`src/rtl/adc_cfg_sequencer.sv`:
```
`default_nettype none
// ============================================================================
// Module   : adc_cfg_sequencer
// Purpose  : Walks the AD9627 configuration LUT over a single-transaction SPI
//            master, with optional read-back verify and bounded retry.
// Revision : 1.0 - initial release
// ============================================================================
module adc_cfg_sequencer #(
    parameter int NUM_REGS    = 16,
    parameter int START_DELAY = 50000,
    parameter int TIMEOUT     = 4096,
    parameter int MAX_RETRY   = 3
) (
    input  logic        clk,
    input  logic        rst,
    input  logic        start,
    output logic [9:0]  lut_index,
    input  logic [15:0] lut_reg_addr,
    input  logic [7:0]  lut_reg_data,
    input  logic        lut_verify,
    output logic        spi_wr_req,
    output logic        spi_rd_req,
    output logic [15:0] spi_addr,
    output logic [7:0]  spi_wdata,
    input  logic        spi_ack,
    input  logic [7:0]  spi_rdata,
    output logic        busy,
    output logic        done,
    output logic        error,
    output logic [9:0]  err_index
);

    localparam int c_DLY_W = (START_DELAY > 1) ? $clog2(START_DELAY) : 1;
    localparam int c_TMO_W = (TIMEOUT > 1) ? $clog2(TIMEOUT) : 1;
    localparam int c_RTY_W = (MAX_RETRY > 0) ? $clog2(MAX_RETRY + 1) : 1;

    localparam logic [c_DLY_W-1:0] c_DLY_LAST = c_DLY_W'(START_DELAY - 1);
    localparam logic [c_TMO_W-1:0] c_TMO_LAST = c_TMO_W'(TIMEOUT - 1);
    localparam logic [c_RTY_W-1:0] c_RTY_MAX  = c_RTY_W'(MAX_RETRY);
    localparam logic [9:0]         c_LAST_IDX = 10'(NUM_REGS - 1);

    typedef enum logic [3:0] {
        S_IDLE     = 4'd0,
        S_WAIT_PWR = 4'd1,
        S_LOAD     = 4'd2,
        S_WRITE    = 4'd3,
        S_READ     = 4'd4,
        S_CHECK    = 4'd5,
        S_NEXT     = 4'd6,
        S_FINISH   = 4'd7,
        S_FAIL     = 4'd8
    } state_t;

    state_t             state_q,      state_d;
    logic [9:0]         lut_index_q,  lut_index_d;
    logic               spi_wr_req_q, spi_wr_req_d;
    logic               spi_rd_req_q, spi_rd_req_d;
    logic [15:0]        spi_addr_q,   spi_addr_d;
    logic [7:0]         spi_wdata_q,  spi_wdata_d;
    logic               verify_q,     verify_d;
    logic [7:0]         rdata_q,      rdata_d;
    logic [c_DLY_W-1:0] delay_cnt_q,  delay_cnt_d;
    logic [c_TMO_W-1:0] tmo_cnt_q,    tmo_cnt_d;
    logic [c_RTY_W-1:0] retry_cnt_q,  retry_cnt_d;
    logic               busy_q,       busy_d;
    logic               done_q,       done_d;
    logic               error_q,      error_d;
    logic [9:0]         err_index_q,  err_index_d;
    logic               w_retry;

    always_comb begin
        state_d      = state_q;
        lut_index_d  = lut_index_q;
        spi_wr_req_d = spi_wr_req_q;
        spi_rd_req_d = spi_rd_req_q;
        spi_addr_d   = spi_addr_q;
        spi_wdata_d  = spi_wdata_q;
        verify_d     = verify_q;
        rdata_d      = rdata_q;
        delay_cnt_d  = delay_cnt_q;
        tmo_cnt_d    = tmo_cnt_q;
        retry_cnt_d  = retry_cnt_q;
        done_d       = done_q;
        error_d      = error_q;
        err_index_d  = err_index_q;
        w_retry      = 1'b0;

        case (state_q)
            S_WAIT_PWR: begin
                if (delay_cnt_q == c_DLY_LAST) begin
                    state_d     = S_LOAD;
                    lut_index_d = '0;
                end else begin
                    delay_cnt_d = delay_cnt_q + c_DLY_W'(1);
                end
            end

            S_LOAD: begin
                spi_addr_d   = lut_reg_addr;
                spi_wdata_d  = lut_reg_data;
                verify_d     = lut_verify;
                tmo_cnt_d    = '0;
                spi_wr_req_d = 1'b1;
                state_d      = S_WRITE;
            end

            S_WRITE: begin
                // A retry re-enters with the request low so the engine sees a
                // clean withdrawal before the next attempt is raised.
                if (!spi_wr_req_q) begin
                    spi_wr_req_d = 1'b1;
                    tmo_cnt_d    = '0;
                end else if (spi_ack) begin
                    spi_wr_req_d = 1'b0;
                    tmo_cnt_d    = '0;
                    if (verify_q) begin
                        spi_rd_req_d = 1'b1;
                        state_d      = S_READ;
                    end else begin
                        state_d      = S_NEXT;
                    end
                end else if (tmo_cnt_q == c_TMO_LAST) begin
                    w_retry = 1'b1;
                end else begin
                    tmo_cnt_d = tmo_cnt_q + c_TMO_W'(1);
                end
            end

            S_READ: begin
                if (spi_ack) begin
                    spi_rd_req_d = 1'b0;
                    rdata_d      = spi_rdata;
                    state_d      = S_CHECK;
                end else if (tmo_cnt_q == c_TMO_LAST) begin
                    w_retry = 1'b1;
                end else begin
                    tmo_cnt_d = tmo_cnt_q + c_TMO_W'(1);
                end
            end

            S_CHECK: begin
                if (rdata_q == spi_wdata_q) begin
                    state_d = S_NEXT;
                end else begin
                    w_retry = 1'b1;
                end
            end

            S_NEXT: begin
                retry_cnt_d = '0;
                if (lut_index_q == c_LAST_IDX) begin
                    state_d = S_FINISH;
                    done_d  = 1'b1;
                end else begin
                    lut_index_d = lut_index_q + 10'd1;
                    state_d     = S_LOAD;
                end
            end

            S_IDLE, S_FINISH, S_FAIL: begin
                if (start) begin
                    state_d     = S_WAIT_PWR;
                    done_d      = 1'b0;
                    error_d     = 1'b0;
                    lut_index_d = '0;
                    retry_cnt_d = '0;
                    delay_cnt_d = '0;
                end
            end

            default: begin
                state_d = S_WAIT_PWR;
            end
        endcase

        if (w_retry) begin
            spi_wr_req_d = 1'b0;
            spi_rd_req_d = 1'b0;
            tmo_cnt_d    = '0;
            if (retry_cnt_q < c_RTY_MAX) begin
                retry_cnt_d = retry_cnt_q + c_RTY_W'(1);
                state_d     = S_WRITE;
            end else begin
                state_d     = S_FAIL;
                error_d     = 1'b1;
                err_index_d = lut_index_q;
            end
        end

        busy_d = !(state_d inside {S_IDLE, S_FINISH, S_FAIL});
    end

    always_ff @(posedge clk) begin
        if (rst) begin
            state_q      <= S_WAIT_PWR;
            lut_index_q  <= '0;
            spi_wr_req_q <= 1'b0;
            spi_rd_req_q <= 1'b0;
            spi_addr_q   <= '0;
            spi_wdata_q  <= '0;
            verify_q     <= 1'b0;
            rdata_q      <= '0;
            delay_cnt_q  <= '0;
            tmo_cnt_q    <= '0;
            retry_cnt_q  <= '0;
            busy_q       <= 1'b0;
            done_q       <= 1'b0;
            error_q      <= 1'b0;
            err_index_q  <= '0;
        end else begin
            state_q      <= state_d;
            lut_index_q  <= lut_index_d;
            spi_wr_req_q <= spi_wr_req_d;
            spi_rd_req_q <= spi_rd_req_d;
            spi_addr_q   <= spi_addr_d;
            spi_wdata_q  <= spi_wdata_d;
            verify_q     <= verify_d;
            rdata_q      <= rdata_d;
            delay_cnt_q  <= delay_cnt_d;
            tmo_cnt_q    <= tmo_cnt_d;
            retry_cnt_q  <= retry_cnt_d;
            busy_q       <= busy_d;
            done_q       <= done_d;
            error_q      <= error_d;
            err_index_q  <= err_index_d;
        end
    end

    assign lut_index  = lut_index_q;
    assign spi_wr_req = spi_wr_req_q;
    assign spi_rd_req = spi_rd_req_q;
    assign spi_addr   = spi_addr_q;
    assign spi_wdata  = spi_wdata_q;
    assign busy       = busy_q;
    assign done       = done_q;
    assign error      = error_q;
    assign err_index  = err_index_q;

endmodule
`default_nettype wire

```
`config.mk`:
```
export PLATFORM = sky130hd
export DESIGN_NAME = adc_cfg_sequencer
export DESIGN_NICKNAME = d
export VERILOG_FILES = /design/src/rtl/adc_cfg_sequencer.sv
export SDC_FILE = /design/constraint.sdc
export NUM_CORES = 1
export LEC_CHECK = 0
export ABC_AREA = 0
export BUFFER_PORTS_ARGS = -buffer_cell sky130_fd_sc_hd__buf_2
export CAP_MARGIN = 20
export CORE_MARGIN = 2
export CORE_UTILIZATION = 49
export CTS_CLUSTER_DIAMETER = 150
export DETAILED_ROUTE_END_ITERATION = 10
export GPL_TIMING_DRIVEN = 0
export PLACE_DENSITY = 0.75
export RECOVER_POWER = 100
export SLEW_MARGIN = 15
export SYNTH_ARGS = -nofsm -noshare
export SYNTH_HDL_FRONTEND = slang
export SYNTH_SLANG_ARGS = --single-unit
export TNS_END_PERCENT = 5
```
`constraint.sdc`:
```
create_clock -name clk -period 2.3 [get_ports clk]
set_clock_uncertainty 0.15 [all_clocks]
set_input_delay 0.23 -clock clk [delete_from_list [all_inputs] [get_ports clk]]
set_output_delay 0.23 -clock clk [all_outputs]
set_load 0.05 [all_outputs]
```
Word level (Yosys, flattened, before mapping). Index checks and enable logic that the tools add are counted.

Word-level logic and storage cells: 111. Output and inout bits: 49. Flip-flop bits (word level): 92. Input port bits: 37.

Add/subtract/negate cells: 4. Multiplexer cells: 47. Reduce and logical (&&, ||, !) cells: 19. Bitwise operators: 1. Equality and inequality tests: 24. Order comparisons: 1.

Operators by type and width (count): $mux 12 (4); $pmux 12 s3 (1); $mux 16 (2); $mux 4 (8); $pmux 16 s2 (1); $mux 10 (3); $pmux 10 s3 (1); $pmux 4 s7 (1); $eq 4x3->1 const B (5); $ne 2x2->1 const B (10); $add 16x1->16 const B (1); $eq 16x16->1 const B (1); $mux 1 (16); $add 12x1->12 const B (1); $eq 12x12->1 const B (1); $add 10x1->10 const B (1); $eq 10x4->1 const B (1); $reduce_bool 3->1 (3); $eq 4x2->1 const B (2); $eq 4x4->1 const B (2); $eq 8x8->1 (1); $logic_not 4->1 (2); $mux 2 (4); $reduce_bool 2->1 (4); 15 further kinds (20).

Longest topological paths before layout.
Depth after elaboration: 9. Mapped depth: 8. Gate-level depth less buffers: 7.

Least setup slack after synthesis. Ideal clock, no wire load.

Path type: register to register. From: reg spi_wdata_q[3], in the netlist spi_wdata[3]. To: reg tmo_cnt_q[1]. Setup slack: -0.114 ns. Cell stages (with the launch flop): 8. Setup time: 0.070 ns. Period minus slack after synthesis: 2.414 ns. Data arrival time: 2.194 ns. Required time: 2.080 ns. Buffers on the path: 1. Cell sequence: dfxtp_1 > xor2_1 > nor4_1 > a21oi_1 > or3_1 > buf_4 > or2b_2 > a21oi_1.

Word-level cells in the longest chain between the ends: 4.

Ends and longest elaborated chain: start: declaration (line 59) `logic [7:0] spi_wdata_q, spi_wdata_d;`; start signal: assignment (line 216) `spi_wdata_q <= spi_wdata_d;`; $eq 8x8->1 (line 142) `if (rdata_q == spi_wdata_q) begin`; $mux 1 (line 142); $pmux 1 s3 (line 88) `case (state_q)`; $reduce_or 2->1 (no line); end signal: assignment (line 220) `tmo_cnt_q <= tmo_cnt_d;`; end: declaration (line 63) `logic [c_TMO_W-1:0] tmo_cnt_q, tmo_cnt_d;`.

No other way between the ends. A chain may end at the register's enable or synchronous reset.

Worst setup path after layout.
From: reg state_q[0]. To: reg err_index_q[7], in the netlist err_index[7].

Word-level cells in the longest chain between the ends: 3. Elaborated cells between the ends (all ways): 5. Those cells by class: eq/ne: 3; mux: 1; reduce/logical: 1.

Ends and longest elaborated chain: start: declaration (line 54) `state_t state_q, state_d;`; start signal: assignment (line 211) `state_q <= state_d;`; $eq 4x3->1 or $eq 4x2->1 (tied branches) (line 88); $pmux 1 s3 * (line 88); $reduce_and 2->1 (no line) *; end signal: assignment (line 225) `err_index_q <= err_index_d;`; end: declaration (line 68) `logic [9:0] err_index_q, err_index_d;`.

Every way passes the cells marked *; elsewhere a longest branch is shown, timed or not.

==> metrics.md <==
| Metric | Value |
|---|---|
| Status | finished, violations left |
| Failing checks | setup timing |
| Num ports | 86 |
| DRC | 0 |
| Clock latency on the worst-skew pair | 0.38 ns |
| Core area | 8260 um2 |
| Net Sw Frac | 0.256 |
| Layout cells sized above 1 | 0.166 |
| Final setup violation count | 17 |
| Max Fclk | 413 MHz |
| Most common cell after layout, fill and taps aside | dfxtp_1 |
| Combinational fraction of design power | 0.050 |
| Critical path data arrival time | around 2.5 ns |
| Slew headroom | 0.546 |
| Number of synthesized register bits | 92 |
| R2r worst-path depth | 9 |
| DRT Wirelength | 11400 um |
| Startpoint types | flip-flop |
| First-iteration detailed-routing DRC count | 260 |
| Clock-pin slew on the worst setup and hold paths | roughly 0.10 ns |
| Root buffer cell | clkbuf_8 |
| Vias in the first global route | 3829 |
| Post-synth EDFFs | 0 |
| Starting Density | 0.510 |
| Die area | 9360 um2 |
| Finished Cell Area | 5470 um2 |
| Crit-path max FO | 5 |
| Unrepaired setup endpoints after global routing | true |
| P per Cell Area | 514 nW/um2 |
| Min cycle time layout | between 2 and 2.5 ns |
| All-Layer GR Usage | 0.233 |
| Sw Pwr | about 0.72 mW |
| Initial antenna violation count | 0 |
| Register area share after synthesis | 0.437 |
| Placement Cell Area | around 4800 um2 |
| FP Rows | 33 |
| Max-cap viol count | 0 |
| H-tree Lvls | 3 |
| Die height | 96.8 um |
| First-pass GRT wire length | 18200 um |
| Hold-critical path depth | 3 |
| GRT overflow | 0 |
| Via count | about 4200 |
| Area Growth Syn to Fin | 29.7% |
| Net count, final | ~680 |
| Syn nets | 545 |
| Reg power frac | 0.569 |
| Cts bufs inserted | 9 |
| Commonest non-fill, non-tap cells in the layout | 83 x dfxtp_1, 75 x nand2_1, 61 x nor2_1 |
| Crit. End Element | flip-flop |
| Final Cycle Share | 1.05 |
| First-pass DRT Iterations | 6 |
| P_int | 2.09 mW |
| Final ANT Viol Nets | 0 |
| # port buffers | 85 |
| CTS Buffer Depth | 2 |
| Crit Path Class | reg2reg |
| Final slew viol count | 0 |
| Crit path required time | around 2.4 ns |
| TNS Setup | -1.36 ns |
| HP Start | rst |
| Main flop type after synthesis | dfxtp_1 |
| Min-delay worst type | in2reg |
| Filler Cells Inserted | 696 |
| Ys async rst share | 0 |
| Largest net degree at the start of global routing | 19 |
| Synthesized area | 4220 um2 |
| Antenna Cells | 0 |
| YS warnings | 0 |
| Clock sink count | 92 |
| Peak VDD IR | slightly below 0.4 mV |
| Total area of sequential cells | 1860 um2 |
| CTS tree | built |
| Non-filler instance count after layout | 750 |
| Footprint of the multi-input gates | 2370 um2 |
| Final hold viol count | 0 |
| GPL Wtd Cong | 0.889 |
| Inst Count DP | 694 |
| Worst Hold End | retry_cnt_q[0] |
| Synthesized instance count | 504 |
| Avg Cell Area, Syn | approximately 8.4 um2 |
| Leak | between 2 and 2.5 nW |
| Reg2Reg Launch Point | state_q[0] |
| Final worst slack | -0.119 ns |
| Die X | approximately 97 um |
| Fin util | 0.662 |
| Clock power share | 0.381 |
| Vias per cell | 5.59 |
| Synth cell types | 53 |
| Worst-Margin Slew | 0.680 ns |
| Final HPWL DP | 7360 um |
| R2r setup slk | -0.12 ns |
| Reg-to-reg critical path endpoint | err_index[7] |
| Routed WL per cell | 15.2 um |
==> cell type report <==
cell class,instances,area share
Timing Repair Buffer,126,0.141
Buffer,20,0.0222
Tap cell,105,0.0240
Sequential cell,92,0.339
Inverter,7,0.00480
Clock buffer,9,0.0226
Clock inverter,7,0.0124
Multi-Input combinational cell,384,0.434
==> power groups by stage <==
stage          Combinational, mW  Clock, mW  Sequential [mW]
2_1_floorplan             0.0402          0             1.64
3_3_place_gp              0.0894          0             1.64
3_5_place_dp              0.0911          0             1.64
4_1_cts                    0.134       1.08             1.60
5_1_grt                    0.152       1.15             1.60
6_report                   0.141       1.07             1.60
==> cells in the mapped netlist, types with 3 or more instances <==
| cell | number | area [um2] |
|---|---|---|
| inv_1 | 6 | 22.5 |
| buf_2 | 4 | 20.0 |
| nand4b_1 | 3 | 26.3 |
| nor3_1 | 14 | 70.1 |
| and3_1 | 5 | 31.3 |
| nor4bb_1 | 4 | 40.0 |
| nand4_1 | 11 | 68.8 |
| nand2b_1 | 9 | 56.3 |
| a21oi_1 | 49 | 245 |
| nand3_1 | 17 | 85.1 |
| o21ai_0 | 16 | 80.1 |
| dfxtp_1 | 92 | 1840 |
| xor2_1 | 19 | 166 |
| nand2_1 | 75 | 282 |
| xnor2_1 | 12 | 105 |
| clkbuf_1 | 14 | 52.6 |
| or2_2 | 4 | 25.0 |
| o21bai_1 | 3 | 22.5 |
| nor4_1 | 9 | 56.3 |
| or3_1 | 8 | 50.1 |
| mux2i_1 | 21 | 210 |
| or4_1 | 4 | 30.0 |
| nor2b_1 | 3 | 18.8 |
| ha_1 | 4 | 50.1 |
| nor2_1 | 62 | 233 |
==> per-stage QoR <==
stage | hold slack, ns | power (mW) | setup slack [ns]
floorplan | 0.209 | 1.68 | -0.0655
global placement | 0.290 | 1.73 | -0.201
detailed placement | 0.294 | 1.73 | -0.286
CTS | 0.0280 | 2.82 | -0.161
global route | 0.0585 | 2.90 | -0.154
finish | 0.0297 | 2.81 | -0.119
==> state kept, by name (all words and copies together), names as in the netlist <==
name         cells
busy             1
delay_cnt_q     16
spi_wdata        8
error            1
err_index       10
retry_cnt_q      2
verify_q         1
state_q          4
rdata_q          8
spi_addr        16
tmo_cnt_q       12
lut_index       10
done             1
spi_rd_req       1
spi_wr_req       1
==> worst max-delay path by stage <==
stage	startpoint	endpoint	slack [ns]	depth (start not counted)
after floorplan	spi_wdata[7]	tmo_cnt_q[1]	-0.07	7
after global placement	state_q[2]	lut_index[8]	-0.20	7
after detailed placement	tmo_cnt_q[0]	tmo_cnt_q[3]	-0.29	7
after CTS	state_q[0]	err_index[6]	-0.16	8
after global routing	state_q[0]	err_index[7]	-0.15	9
final	state_q[0]	err_index[7]	-0.12	9
==> layer usage <==
layer / vias to the layer above / share of wire / track usage
met5: - / 0 / 0
met4: 0 / 0.020 / 0.0758
met3: 24 / 0.055 / 0.0434
met2: 132 / 0.49 / 0.388
met1: 1993 / 0.43 / 0.305
li1: 2047 / - / -
==> cells by family (layout without fill, tap and decap cells) <==
group,Yosys count,count (layout),synth area share
AOI/OAI and AO/OA,86,86,0.120
xor gates and xnor gates,31,31,0.0644
adders and majority gates,4,4,0.0119
buffers and inverters,28,169,0.0306
DFF,92,92,0.437
muxes,21,21,0.0499
and+or+nand+nor,242,242,0.286
==> timing repair <==
| item | CTS | global route |
|---|---|---|
| hold buffers | 33 | 0 |
| endpoints found under the setup margin | 47 | 70 |
| pin swaps | 2 | 5 |
| cloned | 0 | 1 |
| setup buffers | 0 | 7 |
| hold endpoints to repair | 33 | 0 |
| gates resized for setup | 11 | 26 |
==> critical path, cell delays in order (launching register included) <==
cell and delay (ns):
dfxtp_4 0.37, buf_8 0.12, or3b_4 0.37, a211o_4 0.36, nor4_4 0.26, buf_4 0.18, o21ai_4 0.11, clkbuf_16 0.19
mux2i_1 0.14, nor2_1 0.05
(Power assumes the default switching activity.)
